[src/rtl/ob_tbl_sched.sv]
// Order-table request scheduler: arbitrates pop/cancel/push/insert requests
// onto a single table port, tracks occupancy, returns cancel results and
// sequences a head-pop flush.

package ob_pkg;
  typedef logic [31:0] table_t;
  typedef logic [7:0]  uid_t;
endpackage

module ob_tbl_sched #(
  parameter int N       = 16,
  parameter int AGE_MAX = 8
) (
  input  logic                   clk,
  input  logic                   rst_n,
  input  logic                   pop_vld,
  output logic                   pop_rdy,
  input  logic                   push_vld,
  output logic                   push_rdy,
  input  ob_pkg::table_t         push_tbl,
  input  logic                   ins_vld,
  output logic                   ins_rdy,
  input  ob_pkg::table_t         ins_tbl,
  input  logic                   cnl_vld,
  output logic                   cnl_rdy,
  input  ob_pkg::uid_t           cnl_uid,
  output logic                   cnl_rsp_vld,
  input  logic                   cnl_rsp_rdy,
  output logic                   cnl_rsp_hit,
  output ob_pkg::table_t         cnl_rsp_tbl,
  input  logic                   flush,
  output logic                   flush_done,
  output logic                   tbl_head_pop,
  output logic                   tbl_head_push,
  output logic                   tbl_insert,
  output logic                   tbl_cancel,
  output ob_pkg::table_t         tbl_push_tbl,
  output ob_pkg::table_t         tbl_insert_tbl,
  output ob_pkg::uid_t           tbl_cancel_uid,
  input  logic                   tbl_cancel_hit,
  input  ob_pkg::table_t         tbl_cancel_hit_tbl,
  output logic [$clog2(N+1)-1:0] occ_r
);

  localparam int OW = $clog2(N + 1);
  localparam int AW = $clog2(AGE_MAX + 1);
  localparam logic [OW-1:0] OCC_FULL = OW'(N);
  localparam logic [AW-1:0] AGE_SAT  = AW'(AGE_MAX);

  typedef enum logic [1:0] {RUN, CNL_RSP, FLUSH} state_t;

  state_t        state;
  state_t        state_nxt;
  logic [AW-1:0] age;

  logic arb_on, pop_el, cnl_el, add_el, aged;
  logic pop_take, cnl_take, push_take, aged_ins;
  logic pop_ok, cnl_ok, push_ok, ins_ok;
  logic pop_g, cnl_g, push_g, ins_g;
  logic flush_pop;

  // Eligibility and fixed-priority arbitration; each ready is derived from
  // the competing requests only, never from the requester's own valid.
  always_comb begin
    arb_on    = (state == CNL_RSP) || ((state == RUN) && !flush);
    pop_el    = arb_on && (occ_r != '0);
    cnl_el    = arb_on && (state == RUN);
    add_el    = arb_on && (occ_r < OCC_FULL);
    aged      = (age == AGE_SAT);
    pop_take  = pop_vld && pop_el;
    cnl_take  = cnl_vld && cnl_el;
    push_take = push_vld && add_el;
    aged_ins  = aged && ins_vld && add_el;
    pop_ok    = pop_el;
    cnl_ok    = cnl_el && !pop_take;
    push_ok   = add_el && !pop_take && !cnl_take && !aged_ins;
    ins_ok    = add_el && !pop_take && !cnl_take && (aged || !push_take);
    pop_g     = pop_vld && pop_ok;
    cnl_g     = cnl_vld && cnl_ok;
    push_g    = push_vld && push_ok;
    ins_g     = ins_vld && ins_ok;
    flush_pop = (state == FLUSH) && (occ_r != '0);
  end

  // Handshake outputs are forced low while reset is held; the internal
  // grants feeding the registers are left ungated since reset dominates there.
  assign pop_rdy        = rst_n & pop_ok;
  assign cnl_rdy        = rst_n & cnl_ok;
  assign push_rdy       = rst_n & push_ok;
  assign ins_rdy        = rst_n & ins_ok;
  assign tbl_head_pop   = (rst_n & pop_g) | flush_pop;
  assign tbl_cancel     = rst_n & cnl_g;
  assign tbl_head_push  = rst_n & push_g;
  assign tbl_insert     = rst_n & ins_g;
  assign tbl_push_tbl   = push_tbl;
  assign tbl_insert_tbl = ins_tbl;
  assign tbl_cancel_uid = cnl_uid;
  assign flush_done     = (state == FLUSH) && (occ_r == '0);
  assign cnl_rsp_vld    = (state == CNL_RSP);

  // Next-state selection for the run / cancel-response / flush sequencer.
  always_comb begin
    state_nxt = state;
    case (state)
      RUN: begin
        if (flush)      state_nxt = FLUSH;
        else if (cnl_g) state_nxt = CNL_RSP;
      end
      CNL_RSP: begin
        if (cnl_rsp_rdy) state_nxt = flush ? FLUSH : RUN;
      end
      FLUSH: begin
        if (occ_r == '0) state_nxt = RUN;
      end
      default: state_nxt = RUN;
    endcase
  end

  // State register.
  always_ff @(posedge clk or negedge rst_n) begin
    if (!rst_n) state <= RUN;
    else        state <= state_nxt;
  end

  // Occupancy: removals (pop, flush pop, cancel hit) and additions are
  // mutually exclusive because only one table operation happens per cycle.
  always_ff @(posedge clk or negedge rst_n) begin
    if (!rst_n)
      occ_r <= '0;
    else if (pop_g || flush_pop || (cnl_g && tbl_cancel_hit))
      occ_r <= occ_r - OW'(1);
    else if (push_g || ins_g)
      occ_r <= occ_r + OW'(1);
  end

  // Insert starvation counter, saturating at AGE_MAX.
  always_ff @(posedge clk or negedge rst_n) begin
    if (!rst_n)
      age <= '0;
    else if (flush_done || ins_g || !ins_vld)
      age <= '0;
    else if (!aged)
      age <= age + AW'(1);
  end

  // Cancel response capture; held until accepted, zeroed on a miss.
  always_ff @(posedge clk or negedge rst_n) begin
    if (!rst_n) begin
      cnl_rsp_hit <= 1'b0;
      cnl_rsp_tbl <= '0;
    end else if (cnl_g) begin
      cnl_rsp_hit <= tbl_cancel_hit;
      cnl_rsp_tbl <= tbl_cancel_hit ? tbl_cancel_hit_tbl : '0;
    end else if ((state == CNL_RSP) && cnl_rsp_rdy) begin
      cnl_rsp_hit <= 1'b0;
      cnl_rsp_tbl <= '0;
    end
  end

endmodule

[config.mk]
export PLATFORM = sky130hd
export DESIGN_NAME = ob_tbl_sched
export DESIGN_NICKNAME = d
export VERILOG_FILES = /design/src/rtl/ob_tbl_sched.sv
export SDC_FILE = /design/constraint.sdc
export NUM_CORES = 1
export LEC_CHECK = 0
export ABC_AREA = 0
export BUFFER_PORTS_ARGS = -buffer_cell sky130_fd_sc_hd__buf_2
export CAP_MARGIN = 40
export CORE_AREA = 3 3 89 91
export DETAILED_ROUTE_END_ITERATION = 16
export DIE_AREA = 0 0 92 94
export PLACE_DENSITY_LB_ADDON = 0.2
export SLEW_MARGIN = 15
export SYNTH_ARGS = -nofsm -noshare
export SYNTH_HDL_FRONTEND = slang
export SYNTH_SLANG_ARGS = --single-unit
export TNS_END_PERCENT = 100
[constraint.sdc]
create_clock -name clk -period 2.38 [get_ports clk]
set_input_delay 0.357 -clock clk [delete_from_list [all_inputs] [get_ports clk]]
set_output_delay 0.357 -clock clk [all_outputs]
set_load 0.03 [all_outputs]
# After elaboration in Yosys (flattened, before gate mapping)
# Index checks and enable logic that the tools add are counted.
[word_totals]
out_inout_bits = 120
input_bits = 113
ff_bits = 44
[classes]
n_reduce_logical = 40
order_cmp = 1
n_mux = 15
n_bitwise = 9
eq_ne = 7
add_sub_neg = 3
[ops]
columns = ["op", "count"]
rows = [
  ["2-to-1 mux 32 bit", 3],
  ["logical AND 1 bit", 21],
  ["2-to-1 mux 2 bit", 5],
  ["2-to-1 mux 5 bit", 2],
  ["bitwise AND 1 bit", 8],
  ["2-to-1 mux 4 bit", 2],
  ["logical OR 1 bit", 7],
  ["zero test 1 bit", 6],
  ["inequality test 2 x 1 -> 1 bit, second input constant", 3],
  ["one-hot mux 2 bit (3 select lines)", 1],
  ["adder 5 x 1 -> 5 bit, second input constant", 1],
  ["zero test 5 bit", 1],
  ["less-than comparator 5 bit, second input constant", 1],
  ["nonzero test 5 bit", 1],
  ["subtractor 5 x 1 -> 5 bit, second input constant", 1],
  ["adder 4 x 1 -> 4 bit, second input constant", 1],
  ["equality test 4 bit, second input constant", 1],
  ["nonzero test 2 bit", 2],
  ["inequality test 3 bit, second input constant", 1],
  ["AND reduction 3 bit", 1],
  ["equality test 2 x 1 -> 1 bit, second input constant", 1],
  ["equality test 2 bit, second input constant", 1],
  ["zero test 2 bit", 1],
  ["2-to-1 mux 1 bit", 2],
  ["bitwise OR 1 bit", 1],
]

# Longest topological paths before layout
# Gate-level depths: netlist of the first run.
[logic_depth]
depth_word = 13
ltp_mapped = 10
ltp_nobuf = 10

# Least setup slack after synthesis of the first run
# OpenSTA, ideal clock, no wires.
[synth_timing]
path_kind = "register to output"
from = "register occ_r[1]"
to = "output port tbl_insert"
arrival_ps = 2190
stages_incl_launch_ff = 6
path_buffers = 0
setup_slack_ps = -167
path_cell_list = "dfrtp_1 -> nor3_2 -> and2_4 -> o21ai_1 -> nor3_1 -> and2_1"
[synth_between]
elab_chain_len = 9
elab_cells_between_ends = 14
[synth_lines]
columns = ["item", "line", "rtl"]
rows = [
  ["start, declared", "42", "output logic [$clog2(N+1)-1:0] occ_r"],
  ["start signal, assigned", "131", "occ_r <= occ_r - OW'(1);"],
  ["start signal, assigned", "133", "occ_r <= occ_r + OW'(1);"],
  ["branches (longest 6 deep; another with less-than comparator 5 bit)", "n/a", ""],
  ["logical AND 1 bit *", "77", "ins_ok = add_el && !pop_take && !cnl_take && (aged || !push_take);"],
  ["logical AND 1 bit *", "81", "ins_g = ins_vld && ins_ok;"],
  ["bitwise AND 1 bit *", "94", "assign tbl_insert = rst_n & ins_g;"],
  ["end, declared", "35", "output logic tbl_insert,"],
]
# Every way passes the cells marked *.

# Worst setup path in the final report of the first run
[layout_timing]
from = "register state[0]"
to = "register occ_r[4]"
[layout_between]
elab_chain_len = 12
elab_cells_between_ends = 32
[layout_lines]
columns = ["item", "line", "rtl"]
rows = [
  ["start, declared", "52", "state_t state;"],
  ["start signal, assigned", "122", "else state <= state_nxt;"],
  ["zero test 2 bit", "65, 67", ""],
  ["logical AND 1 bit", "65", "arb_on = (state == CNL_RSP) || ((state == RUN) && !flush);"],
  ["logical OR 1 bit", "65", ""],
  ["logical AND 1 bit", "66", "pop_el = arb_on && (occ_r != '0);"],
  ["logical AND 1 bit", "70, 78", ""],
  ["zero test 1 bit", "75, 76, 77", ""],
  ["logical AND 1 bit (2 in series)", "76, 77", ""],
  ["logical AND 1 bit, on equally long branches", "76, 77", ""],
  ["logical AND 1 bit, on equally long branches", "80, 81", ""],
  ["logical OR 1 bit", "132", "else if (push_g || ins_g)"],
  ["nonzero test 2 bit (no line)", "n/a", ""],
]
# Parallel ways exist; a longest one is shown, timed or not.
# A chain may end at the register's enable or synchronous reset.

==> qor.log, run 1 <==
qor: synthesis.synthSimpleGateAreaFrac 9.24%
qor: power_and_ir_drop.total_switching_power 1.70 mW
qor: drt.route.vias.total 1,715
qor: floorplanning.core_area 7210 um^2
qor: min_path.min_delay_path_depth 2
qor: clock_network.clock_tree.root_cell sky130_fd_sc_hd__clkbuf_8
qor: timing.worst_slack 0.133 ns
qor: placement.gp_routability_congestion 0.822
qor: setup_path.path_cells nand2b_2 -> a21boi_1 -> o21ai_2 -> ha_1 -> a21o_1 -> a21oi_1 -> mux2i_1 -> xnor2_1
qor: setup_path.r2r-end occ_r[4]
qor: finish.layout.cell_area.non_filler 2730 um^2
qor: floorplanning.floorplan.die.height 94 um
qor: drt.detail_route.iter0.violations 15
qor: global_route.grt-ovfl-total 0
qor: timing.fmax 0.445 GHz
qor: timing.finalHoldViolations 0
qor: timing.setup_viol 0
qor: clock_network.cts_max_level 2
qor: finish.multi_input_comb_area 872 um^2
qor: timing.hold_ws 0.284 ns
qor: synthesis.ys.warnings.count 0
qor: global_route.first_pass_grt_wire_length 8350 um
qor: finish.final_cell_mix 87 x sky130_fd_sc_hd__buf_2, 42 x sky130_fd_sc_hd__dfrtp_1, 32 x sky130_fd_sc_hd__a22o_1
qor: drt.met3_wirelength 450 um
qor: synthesis.avgSynthCellArea 10.9 um^2
qor: setup_path.r2r.worst_path.cells 8
qor: synthesis.synth_top_family_by_area buffers and inverters
qor: timing.total_negative_slack_for_setup_checks 0 ns
qor: finish.post-route-util 37.8%
qor: min_path.hold_end cnl_rsp_tbl[12]
qor: placement.dp_cells 348
qor: placement.place_ws 0.132 ns
qor: clock_network.tritoncts done
qor: min_path.hold_path_startpoint tbl_cancel_hit_tbl[12]
qor: synthesis.synth_seq_cells 44
qor: power_and_ir_drop.fin_total_pwr 3.89 mW
qor: global_route.first_global_vias 1,671
qor: timing.fin_skew 0.0152 ns
qor: finish.most_common_library_cell_in_the_layout_ignoring_fill_and_taps sky130_fd_sc_hd__buf_2
qor: synthesis.synth_xor_area_share 2.37%
qor: placement.io_buffer_count 88
qor: finish.layout-drive-gt1-share 45.9%
qor: drt.via_per_inst 4.79
qor: drt.antenna_violating_nets_post_route 0
qor: clock_network.cts_sinks 44
qor: setup_path.timing.critical_path.to_type flop
qor: power_and_ir_drop.power.switching_fraction 43.7%
qor: setup_path.worstReg2RegStart state[0]
qor: global_route.initial_antenna_violation_count 0
qor: global_route.groute.usage.overall 12.1%
qor: placement.place.detailed.hpwl 4250 um
qor: setup_path.timing.critical_path.slowest_stage_cell sky130_fd_sc_hd__dfrtp_2
qor: power_and_ir_drop.p_int 2.19 mW
qor: floorplanning.die-area 8650 um^2
qor: power_and_ir_drop.combPwrFrac 52.7%
qor: synthesis.synth-adder-area-share 3.19%
qor: timing.report.final.slew_viol_count 0
qor: synthesis.synth_compound_gate_area_share 16.6%
qor: drt.route.met2.wl 2610 um
qor: timing.post-route-period-util 94.4%
qor: finish.fillers 742
qor: status.run_status finished clean
qor: timing.tightest_pin_transition 0.846 ns
qor: power_and_ir_drop.clockPowerShare 14.8%
qor: drt.finalWirelength 5490 um
qor: setup_path.cp.arrival 2.47 ns
qor: clock_network.tritoncts.num_buffers 5
qor: job.drv.max_cap_violation_count 0
qor: finish.diodes 0
qor: drt.final_routed_wire_length_divided_by_cell_count 15.3 um
qor: clock_network.cts.reportedPaths.clkPinSlew 0.09 ns
qor: drt.routedLengthMet1 2250 um
qor: clock_network.buffers_from_clock_root_to_sink_at_most 2
qor: drt.drc 0
qor: min_path.hold_path_class in2reg
qor: power_and_ir_drop.areal_power_density_over_the_cells 1430 nW/um^2
qor: power_and_ir_drop.leakagePower 1.44 nW
qor: drt.drtPass1Iterations 4
qor: finish.nets 377
qor: floorplanning.die-width 92 um
qor: floorplanning.io-pin-count 233
qor: power_and_ir_drop.power_frac_seq 32.5%
qor: synthesis.fraction_of_the_yosys_area_taken_by_sequential_cells 42.6%
qor: drt.topRoutingLayerUsed met4
qor: finish.syn2layout_area_growth 5.61%
qor: finish.layoutNonFillerInstCount 358
qor: synthesis.synth.mux.area_fraction 1.94%
qor: floorplanning.start_util 35.8%
qor: setup_path.cp_data_required_time 2.61 ns
qor: global_route.grt_max_degree 37
qor: synthesis.syn_nets 356
qor: synthesis.synthesized_area 2580 um^2
qor: timing.worst_slew_margin_rel 43.4%
qor: setup_path.crit_path_kind reg2reg
qor: timing.final.min_clock_period 2.25 ns
qor: clock_network.clkLatencyLatePin 0.29 ns
qor: setup_path.worstSetupStartpointType flop
qor: setup_path.setup.reg_to_reg.worst_slack 0.13 ns
qor: finish.regArea 1100 um^2
qor: setup_path.slowest_stage_delay_on_critical_path 0.46 ns
qor: power_and_ir_drop.highest_ir_drop_seen_on_vdd 0.902 mV
qor: placement.detailed_place.area 2580 um^2
qor: synthesis.yosys.cell_types.count 39
qor: synthesis.gate_count_after_technology_mapping 237
qor: setup_path.cp_max_fo 6
qor: floorplanning.floorplan.rows 31
## cells in the mapped netlist (all sizes together)
cell type	instances	area (um^2)
nand2	10	50.1
ha	5	62.6
mux2i	2	20.0
fa	1	20.0
a21oi	6	30.0
nand3b	1	7.51
nor2b	1	8.76
a21boi	1	7.51
inv	7	26.3
nor2	12	60.1
o221ai	1	8.76
o22ai	1	6.26
nand3	2	15.0
buf	78	597
mux2	2	30.0
o22a	1	8.76
a21o	3	22.5
xor2	1	8.76
a22o	32	280
a2bb2oi	1	26.3
xnor2	6	52.6
dfrtp	44	1100
nand2b	2	17.5
and3	1	6.26
and4b	1	10.0
o32ai	1	8.76
and2	5	33.8
nor3	4	30.0
o21ai	5	28.8
## power by group through the flow
| stage | combinational (mW) | clock, mW | sequential [mW] |
|---|---|---|---|
| detailed placement | 2.04 | 0 | 1.27 |
| global placement | 2.03 | 0 | 1.28 |
| CTS | 2.06 | 0.602 | 1.26 |
| global route | 2.20 | 0.625 | 1.32 |
| floorplan | 1.18 | 0 | 1.82 |
| finish | 2.05 | 0.575 | 1.27 |
## registers in the layout, indices dropped and copies added (netlist names)
| register | flops |
|---|---|
| occ_r | 5 |
| age | 4 |
| cnl_rsp_hit | 1 |
| cnl_rsp_tbl | 32 |
| state | 2 |
## area by class of cell
cell class	instances	area share (%)
clock inverter	3	1.74
tap	99	4.54
multi-input combinational	108	31.9
inverter	7	0.962
sequential	44	40.4
clock buffer	5	2.52
timing repair buffer	92	17.9
## how the worst max path moves through the flow
stage	start	to	slack [ns]	depth (start not counted)
3_5_place_dp	state[1]	occ_r[4]	0.13	8
6_report	state[0]	occ_r[4]	0.13	8
4_1_cts	rst_n	tbl_insert	0.008	6
5_1_grt	state[0]	occ_r[4]	-0.0001	8
2_1_floorplan	occ_r[1]	tbl_insert	0.11	5
3_3_place_gp	state[1]	occ_r[4]	0.19	8
## layer usage
layer  up-vias  global-route usage (%)
met5         -                       0
met4         0                    6.44
met3        30                    3.29
met2        84                    19.3
met1       813                    14.9
li1        788                       -
## kinds of logic after synthesis
family                   count (synthesis)
buffers and inverters                   85
flip-flops                              44
AO/OA/AOI/OAI                           52
adder cells (fa/ha/maj)                  6
XOR/XNOR                                 7
multiplexers                             4
AND/OR/NAND/NOR                         39
## worst max-delay path, delay by kind of cell, from the launching register on
family | cells | cell delay, ns
XOR/XNOR | 1 | 0.13
multiplexers | 1 | 0.23
flip-flops | 1 | 0.46
AND/OR/NAND/NOR | 1 | 0.23
adder cells (fa/ha/maj) | 1 | 0.33
AO/OA/AOI/OAI | 4 | 0.79
## timing repair
| item | CTS | global route |
|---|---|---|
| buffers inserted | 0 | 1 |
| resized for setup | 0 | 4 |
| endpoints found under the setup margin | 0 | 2 |
| hold buffers | 1 | 0 |
| hold endpoints to repair | 8 | 0 |
(Power assumes the default switching activity.)
==> run 2: changes to the inputs <==
- clock period: 2.38 -> 2.3 ns (I/O delays scaled with it)
==> run 2 against run 1 <==
Setup slack worse by 0.028 ns; sequential share of layout area is 0.78 points lower; non-clock buffer count is 6 higher; global-route usage is 0.71 points higher; clock skew is 0.0073 ns lower; critical path depth is 2 higher; clock power is 5.0% higher; first-iteration DRC count grew to 3.2 times the previous value; final cell count is 1.7% higher; combinational power is 7% higher; die area stayed put; critical path type unchanged; critical endpoint unchanged; largest cell class unchanged.
==> qor.log, run 2 (same netlist as run 1, synthesis figures left out) <==
qor: clock_network.tritoncts.num_buffers 5 [unchanged]
qor: status.run_status finished clean
qor: clock_network.clock_tree.root_cell sky130_fd_sc_hd__clkbuf_8
qor: setup_path.cp-endpoint occ_r[4]
qor: min_path.hold_path_startpoint tbl_cancel_hit_tbl[12]
qor: setup_path.crit_path_kind reg2reg
qor: setup_path.cp_data_required_time 2.53 ns [-0.08 ns]
qor: clock_network.cts_max_level 2 [unchanged]
qor: timing.total_negative_slack_for_setup_checks 0 ns [unchanged]
qor: timing.fin_skew 0.00794 ns [-0.00727 ns]
qor: floorplanning.start_util 35.8% [unchanged]
qor: global_route.grt-ovfl-total 0 [unchanged]
qor: finish.syn2layout_area_growth 7.70%
qor: setup_path.worst_path_bufs_invs 2 [+2]
qor: drt.detail_route.iter0.violations 48 [+33]
qor: finish.largest_register_ff_count 32 [unchanged]
qor: drt.final_routed_wire_length_divided_by_cell_count 15.7 um [+2.2%]
qor: global_route.first_pass_grt_wire_length 8820 um [+5.6%]
qor: timing.finalHoldViolations 0 [unchanged]
qor: clock_network.clkLatencyLatePin 0.30 ns [about the same]
qor: floorplanning.die-width 92 um [unchanged]
qor: drt.antenna_violating_nets_post_route 0 [unchanged]
qor: finish.diodes 0 [unchanged]
qor: finish.layout-drive-gt1-share 47.9% [+2.0 points]
qor: setup_path.cp_top_family compound AO/OA/AOI/OAI gates
qor: drt.via_per_inst 4.83 [+0.76%]
qor: job.drv.max_cap_violation_count 0 [unchanged]
qor: finish.registers.top_by_ff_count cnl_rsp_tbl
qor: global_route.top_usage_layer met2
qor: setup_path.setup.worst_path.start state[0]
qor: setup_path.slowest_stage_delay_on_critical_path 0.46 ns [about the same]
qor: setup_path.worstSetupPathDepth 10 [+2]
qor: power_and_ir_drop.areal_power_density_over_the_cells 1480 nW/um^2 [+3.9%]
qor: finish.reg_top3 cnl_rsp_tbl: 32 flops, occ_r: 5 flops, age: 4 flops
qor: finish.post-route-util 38.6% [+0.75 points]
qor: setup_path.worstSetupStartpointType flop
qor: setup_path.cp_max_fo 6 [unchanged]
qor: global_route.first_global_vias 1,744 [+4.4%]
qor: clock_network.cts_sinks 44 [unchanged]
qor: floorplanning.floorplan.die.height 94 um [unchanged]
qor: drt.finalWirelength 5700 um [+3.9%]
qor: global_route.grt_max_degree 37 [unchanged]
qor: setup_path.setup.reg_to_reg.worst_slack 0.10 ns [-0.03 ns]
qor: finish.most_common_library_cell_in_the_layout_ignoring_fill_and_taps sky130_fd_sc_hd__buf_2
qor: setup_path.timing.critical_path.slowest_stage_cell sky130_fd_sc_hd__dfrtp_2
qor: global_route.groute.usage.overall 12.8% [+0.71 points]
qor: clock_network.cts.reportedPaths.clkPinSlew 0.09 ns [about the same]
qor: timing.tightest_pin_transition 0.849 ns [+0.00310 ns]
qor: global_route.initial_antenna_violation_count 0 [unchanged]
qor: floorplanning.io-pin-count 233 [unchanged]
qor: timing.worst_slew_margin_rel 43.2% [-0.21 points]
qor: setup_path.timing.critical_path.to_type flop
qor: power_and_ir_drop.highest_ir_drop_seen_on_vdd 0.898 mV [-0.46%]
qor: setup_path.r2r.worst_path.cells 10 [+2]
qor: timing.fmax 0.456 GHz [+2.4%]
qor: timing.grt_setup_unrepaired no
qor: min_path.hold_path_class in2reg
qor: floorplanning.die-area 8650 um^2 [unchanged]
qor: global_route.gr-usage-met3 3.77% [+0.48 points]
qor: floorplanning.core_area 7210 um^2 [unchanged]
qor: global_route.grt_util_met2 20.4% [+1.1 points]
qor: setup_path.path_cells nand2b_4 -> a21boi_1 -> o21ai_2 -> inv_2 -> fa_2 -> inv_1 -> a21o_1 -> a21oi_1 -> mux2i_1 -> xnor2_1
qor: placement.io_buffer_count 88 [unchanged]
qor: power_and_ir_drop.leakagePower 1.47 nW [+2.0%]
qor: finish.final_cell_mix 88 x sky130_fd_sc_hd__buf_2, 42 x sky130_fd_sc_hd__dfrtp_1, 32 x sky130_fd_sc_hd__a22o_1
qor: timing.final.min_clock_period 2.20 ns [-0.0522 ns]
qor: clock_network.buffers_from_clock_root_to_sink_at_most 2 [unchanged]
qor: setup_path.r2r-end occ_r[4]
qor: global_route.groute.layer.met1.usage 15.9% [+1.0 points]
qor: placement.gp_routability_congestion 0.791 [-3.8%]
qor: timing.post-route-period-util 95.4% [+1.0 points]
qor: floorplanning.floorplan.rows 31 [unchanged]
qor: setup_path.cp.arrival 2.42 ns [-0.05 ns]
qor: timing.setup_viol 0 [unchanged]
qor: drt.route.vias.total 1,757 [+2.4%]
qor: placement.place.detailed.hpwl 4360 um [+2.6%]
qor: setup_path.worstReg2RegStart state[0]
qor: finish.nets 383 [+1.6%]
qor: drt.drtPass1Iterations 4 [unchanged]
qor: drt.drc 0 [unchanged]
qor: clock_network.tritoncts done
qor: timing.report.final.slew_viol_count 0 [unchanged]
## run 2: changes by cell type in the layout (fill, tap and decap cells not counted), sizes merged
cell	previous run	this run
buf	90	97
clkinv	2	0
clkbuf	6	5
clkinvlp	0	1
inv	7	8
## run 2: timing repair
item | 4_1_cts | 5_1_grt
gates resized for setup | 0 | 7
hold buffers | 1 | 0
setup endpoints to repair | 0 | 1
buffers inserted | 0 | 4
endpoints found under the hold margin | 8 | 0
## run 2: metrics by stage
step                power (mW)  hold slack (ns)  std cells  setup slack [ns]  area [um^2]
finish                    4.13            0.267        364             0.105         2780
global route              4.41            0.260        364           0.00987         2780
CTS                       4.06            0.257        360            0.0295         2720
global placement          3.43            0.331        351             0.143         2590
floorplan                 3.11           0.0494        237            0.0411         2590
detailed placement        3.43            0.321        351            0.0546         2590
## run 2: worst min path at each step
stage / end / cells after the start
after detailed placement: age[1] / 2
final: cnl_rsp_tbl[12] / 2
after global placement: age[1] / 2
after CTS: cnl_rsp_tbl[15] / 2
after floorplan: age[0] / 0
after global routing: cnl_rsp_tbl[21] / 2
## run 2: per-layer routing
metal  up-vias  part of all wire [%]  wire length [um]
li1        797                     -                 -
met1       840                    41              2330
met2        85                    47              2680
met3        35                   8.7               494
met5         -                     0                 0
met4         0                   3.5               198
## run 2: where the power goes
part | total [mW] | switching [mW] | internal, mW
Combinational | 2.20 | 1.30 | 0.902
Clock | 0.604 | 0.277 | 0.327
Sequential | 1.32 | 0.230 | 1.09
Total | 4.13 | 1.80 | 2.32
## run 2: cell type report
cell class	count	area [um^2]
clock buffers	5	68.8
flip-flops and latches	44	1100
fillers	761	4430
multi-input cells	108	897
repair buffers	98	518
clock inverters	3	46.3
inverters	7	26.3
well taps	99	124
==> run 3: changes to the inputs <==
- CORE_AREA: 3 3 89 91 -> 3 3 88 90
- CTS_BUF_LIST: default -> sky130_fd_sc_hd__clkbuf_8
- DIE_AREA: 0 0 92 94 -> 0 0 91 93
==> run 3 against run 2 <==
Final cell count shrank 0.27%; clock power grew 3.6%; critical endpoint unchanged; die area shrank 2.1%; combinational power grew 2%; global-route usage shrank 0.13 points; routed wire length shrank 3.7%; sequential cell count is the same; design area shrank 0.45%; via count shrank 1.5%.
==> qor.log, run 3 (same netlist as run 1, synthesis figures left out) <==
qor: drt.via_per_inst 4.77 [-1.3%]
qor: floorplanning.floorplan.rows 31 [unchanged]
qor: finish.final_cell_mix 88 x sky130_fd_sc_hd__buf_2, 43 x sky130_fd_sc_hd__dfrtp_1, 32 x sky130_fd_sc_hd__a22o_1
qor: floorplanning.floorplan.die.height 93 um [-1.1%]
qor: clock_network.clock_tree.root_cell sky130_fd_sc_hd__clkbuf_8
qor: setup_path.setup.worst_path.start state[1]
qor: timing.setup_viol 0 [unchanged]
qor: timing.worst_slack 0.120 ns [+0.0146 ns]
qor: finish.reg_top3 cnl_rsp_tbl: 32 flops, occ_r: 5 flops, age: 4 flops
qor: drt.route.vias.total 1,730 [-1.5%]
qor: finish.regArea 1100 um^2 [-0.11%]
qor: global_route.first_pass_grt_wire_length 8750 um [-0.78%]
qor: finish.registers.top_by_ff_count cnl_rsp_tbl
qor: clock_network.tritoncts.num_buffers 5 [unchanged]
qor: power_and_ir_drop.fin_total_pwr 4.17 mW [+1.1%]
qor: timing.fmax 0.459 GHz [+0.67%]
qor: clock_network.tritoncts done
qor: drt.drtPass1Iterations 4 [unchanged]
qor: finish.syn2layout_area_growth 7.21%
qor: setup_path.cp.arrival 2.40 ns [-0.02 ns]
qor: min_path.hold_path_class in2reg
qor: setup_path.r2r.worst_path.cells 9 [-1]
qor: drt.topRoutingLayerUsed met4
qor: finish.nets 382 [-0.26%]
qor: placement.place.detailed.hpwl 4030 um [-7.5%]
qor: setup_path.timing.critical_path.to_type flop
qor: timing.tightest_pin_transition 0.794 ns [-0.0554 ns]
qor: drt.met3_wirelength 477 um [-3.4%]
qor: setup_path.setup.reg_to_reg.worst_slack 0.12 ns [about the same]
qor: power_and_ir_drop.areal_power_density_over_the_cells 1510 nW/um^2 [+1.6%]
qor: finish.multi_input_comb_area 887 um^2 [-1.1%]
qor: global_route.groute.usage.overall 12.6% [-0.13 points]
qor: placement.gp_routability_congestion 0.813 [+2.8%]
qor: drt.route.met2.wl 2570 um [-3.9%]
qor: timing.worst_slew_margin_rel 47.0% [+3.8 points]
qor: global_route.grt_max_degree 44 [+19%]
qor: clock_network.buffers_from_clock_root_to_sink_at_most 2 [unchanged]
qor: clock_network.cts.reportedPaths.clkPinSlew 0.09 ns [about the same]
qor: timing.final.min_clock_period 2.18 ns [-0.0146 ns]
qor: setup_path.cp_max_fo 8 [+2]
qor: drt.antenna_violating_nets_post_route 0 [unchanged]
qor: timing.post-route-period-util 94.8% [-0.64 points]
qor: finish.largest_register_ff_count 32 [unchanged]
qor: setup_path.worstSetupStartpointType flop
qor: placement.place_ws 0.112 ns [+0.0577 ns]
qor: timing.total_negative_slack_for_setup_checks 0 ns [unchanged]
qor: drt.detail_route.iter0.violations 40 [-17%]
qor: global_route.grt-ovfl-total 0 [unchanged]
qor: power_and_ir_drop.leakagePower 1.46 nW [-0.22%]
qor: setup_path.timing.critical_path.slowest_stage_cell sky130_fd_sc_hd__dfrtp_1
qor: timing.report.final.slew_viol_count 0 [unchanged]
qor: floorplanning.core_area 7140 um^2 [-1.1%]
qor: finish.most_common_library_cell_in_the_layout_ignoring_fill_and_taps sky130_fd_sc_hd__buf_2
qor: clock_network.cts_max_level 2 [unchanged]
qor: timing.fin_skew 0.00543 ns [-0.00251 ns]
qor: finish.fillers 749 [-1.6%]
qor: floorplanning.die-area 8460 um^2 [-2.1%]
qor: finish.layout.cell_area.non_filler 2770 um^2 [-0.45%]
qor: setup_path.slowest_stage_delay_on_critical_path 0.50 ns [+0.04 ns]
qor: placement.io_buffer_count 88 [unchanged]
qor: timing.finalHoldViolations 0 [unchanged]
qor: timing.hold_ws 0.269 ns [+0.00231 ns]
qor: timing.grt_setup_unrepaired no
qor: finish.diodes 0 [unchanged]
qor: setup_path.path_cells nor2b_2 -> a21boi_1 -> o21ai_2 -> buf_4 -> ha_4 -> a21o_1 -> a21oi_2 -> mux2i_1 -> xnor2_1
qor: finish.layout-drive-gt1-share 47.3% [-0.58 points]
qor: clock_network.cts_sinks 44 [unchanged]
qor: setup_path.cp_data_required_time 2.52 ns [about the same]
qor: setup_path.worstReg2RegStart state[1]
qor: clock_network.clkLatencyLatePin 0.29 ns [about the same]
qor: power_and_ir_drop.highest_ir_drop_seen_on_vdd 0.782 mV [-13%]
qor: placement.detailed_place.area 2590 um^2 [-0.29%]
qor: drt.final_routed_wire_length_divided_by_cell_count 15.1 um [-3.4%]
qor: setup_path.crit_path_kind reg2reg
qor: global_route.initial_antenna_violation_count 0 [unchanged]
qor: global_route.first_global_vias 1,737 [-0.40%]
qor: status.run_status finished clean
qor: floorplanning.io-pin-count 233 [unchanged]
qor: setup_path.r2r-end occ_r[4]
qor: floorplanning.start_util 36.2% [+0.39 points]
qor: floorplanning.die-width 91 um [-1.1%]
qor: job.drv.max_cap_violation_count 0 [unchanged]
qor: drt.drc 0 [unchanged]
qor: setup_path.cp-endpoint occ_r[4]
qor: drt.finalWirelength 5490 um [-3.7%]
qor: drt.routedLengthMet1 2350 um [+0.82%]
[run 3: cell count changes in the layout (fill, tap and decap cells not counted), sizes merged]
cell,previous run,this run
clkbuf,5,6
clkinvlp,1,0
clkinv,0,1
buf,97,96
inv,8,7
[run 3: layer usage]
metal | vias up | GRT usage, %
met5 | - | 0
met4 | 0 | 4.52
met3 | 23 | 4.59
met2 | 83 | 19.8
met1 | 833 | 16.1
li1 | 791 | -
[run 3: worst min-delay path by stage]
stage,to,from,depth (start not counted)
after global routing,cnl_rsp_tbl[15],tbl_cancel_hit_tbl[15],2
after detailed placement,state[1],rst_n,1
after CTS,cnl_rsp_tbl[22],tbl_cancel_hit_tbl[22],2
final,cnl_rsp_tbl[15],tbl_cancel_hit_tbl[15],2
after floorplan,age[0],rst_n,0
after global placement,state[1],rst_n,1
[run 3: repair_timing]
action,4_1_cts,5_1_grt
gates resized for setup,0,4
buffers inserted,0,4
endpoints found under the setup margin,0,1
hold buffers,1,0
endpoints found under the hold margin,1,0
[run 3: metrics by stage]
stage	instances	utilization [%]
after floorplan	237	-
after global placement	350	36.3
after detailed placement	350	36.3
after CTS	359	38.1
after global routing	363	38.8
final	363	38.8
[run 3: cell type report]
cell class	instances	area share, %
clock buffers	6	2.98
clock inverters	2	1.40
inverters	7	0.948
multi-input cells	108	32.0
flip-flops and latches	44	39.8
well taps	99	4.47
repair buffers	97	18.4
[run 3: critical path: cells and delay by family (launching register included)]
family                     cells  cell delay, ns
AOI/OAI and AO/OA              4            0.68
adders and majority gates      1            0.20
and+or+nand+nor                1            0.20
buffers and inverters          1            0.17
xor gates and xnor gates       1            0.13
muxes                          1            0.22
DFF                            1            0.50
[run 3: power breakdown]
part | total (mW) | internal, mW | switching [mW] | leakage [nW]
logic | 2.24 | 0.932 | 1.30 | 0.831
registers | 1.31 | 1.09 | 0.219 | 0.571
clock network | 0.626 | 0.355 | 0.270 | 0.0614
total | 4.17 | 2.38 | 1.79 | 1.46
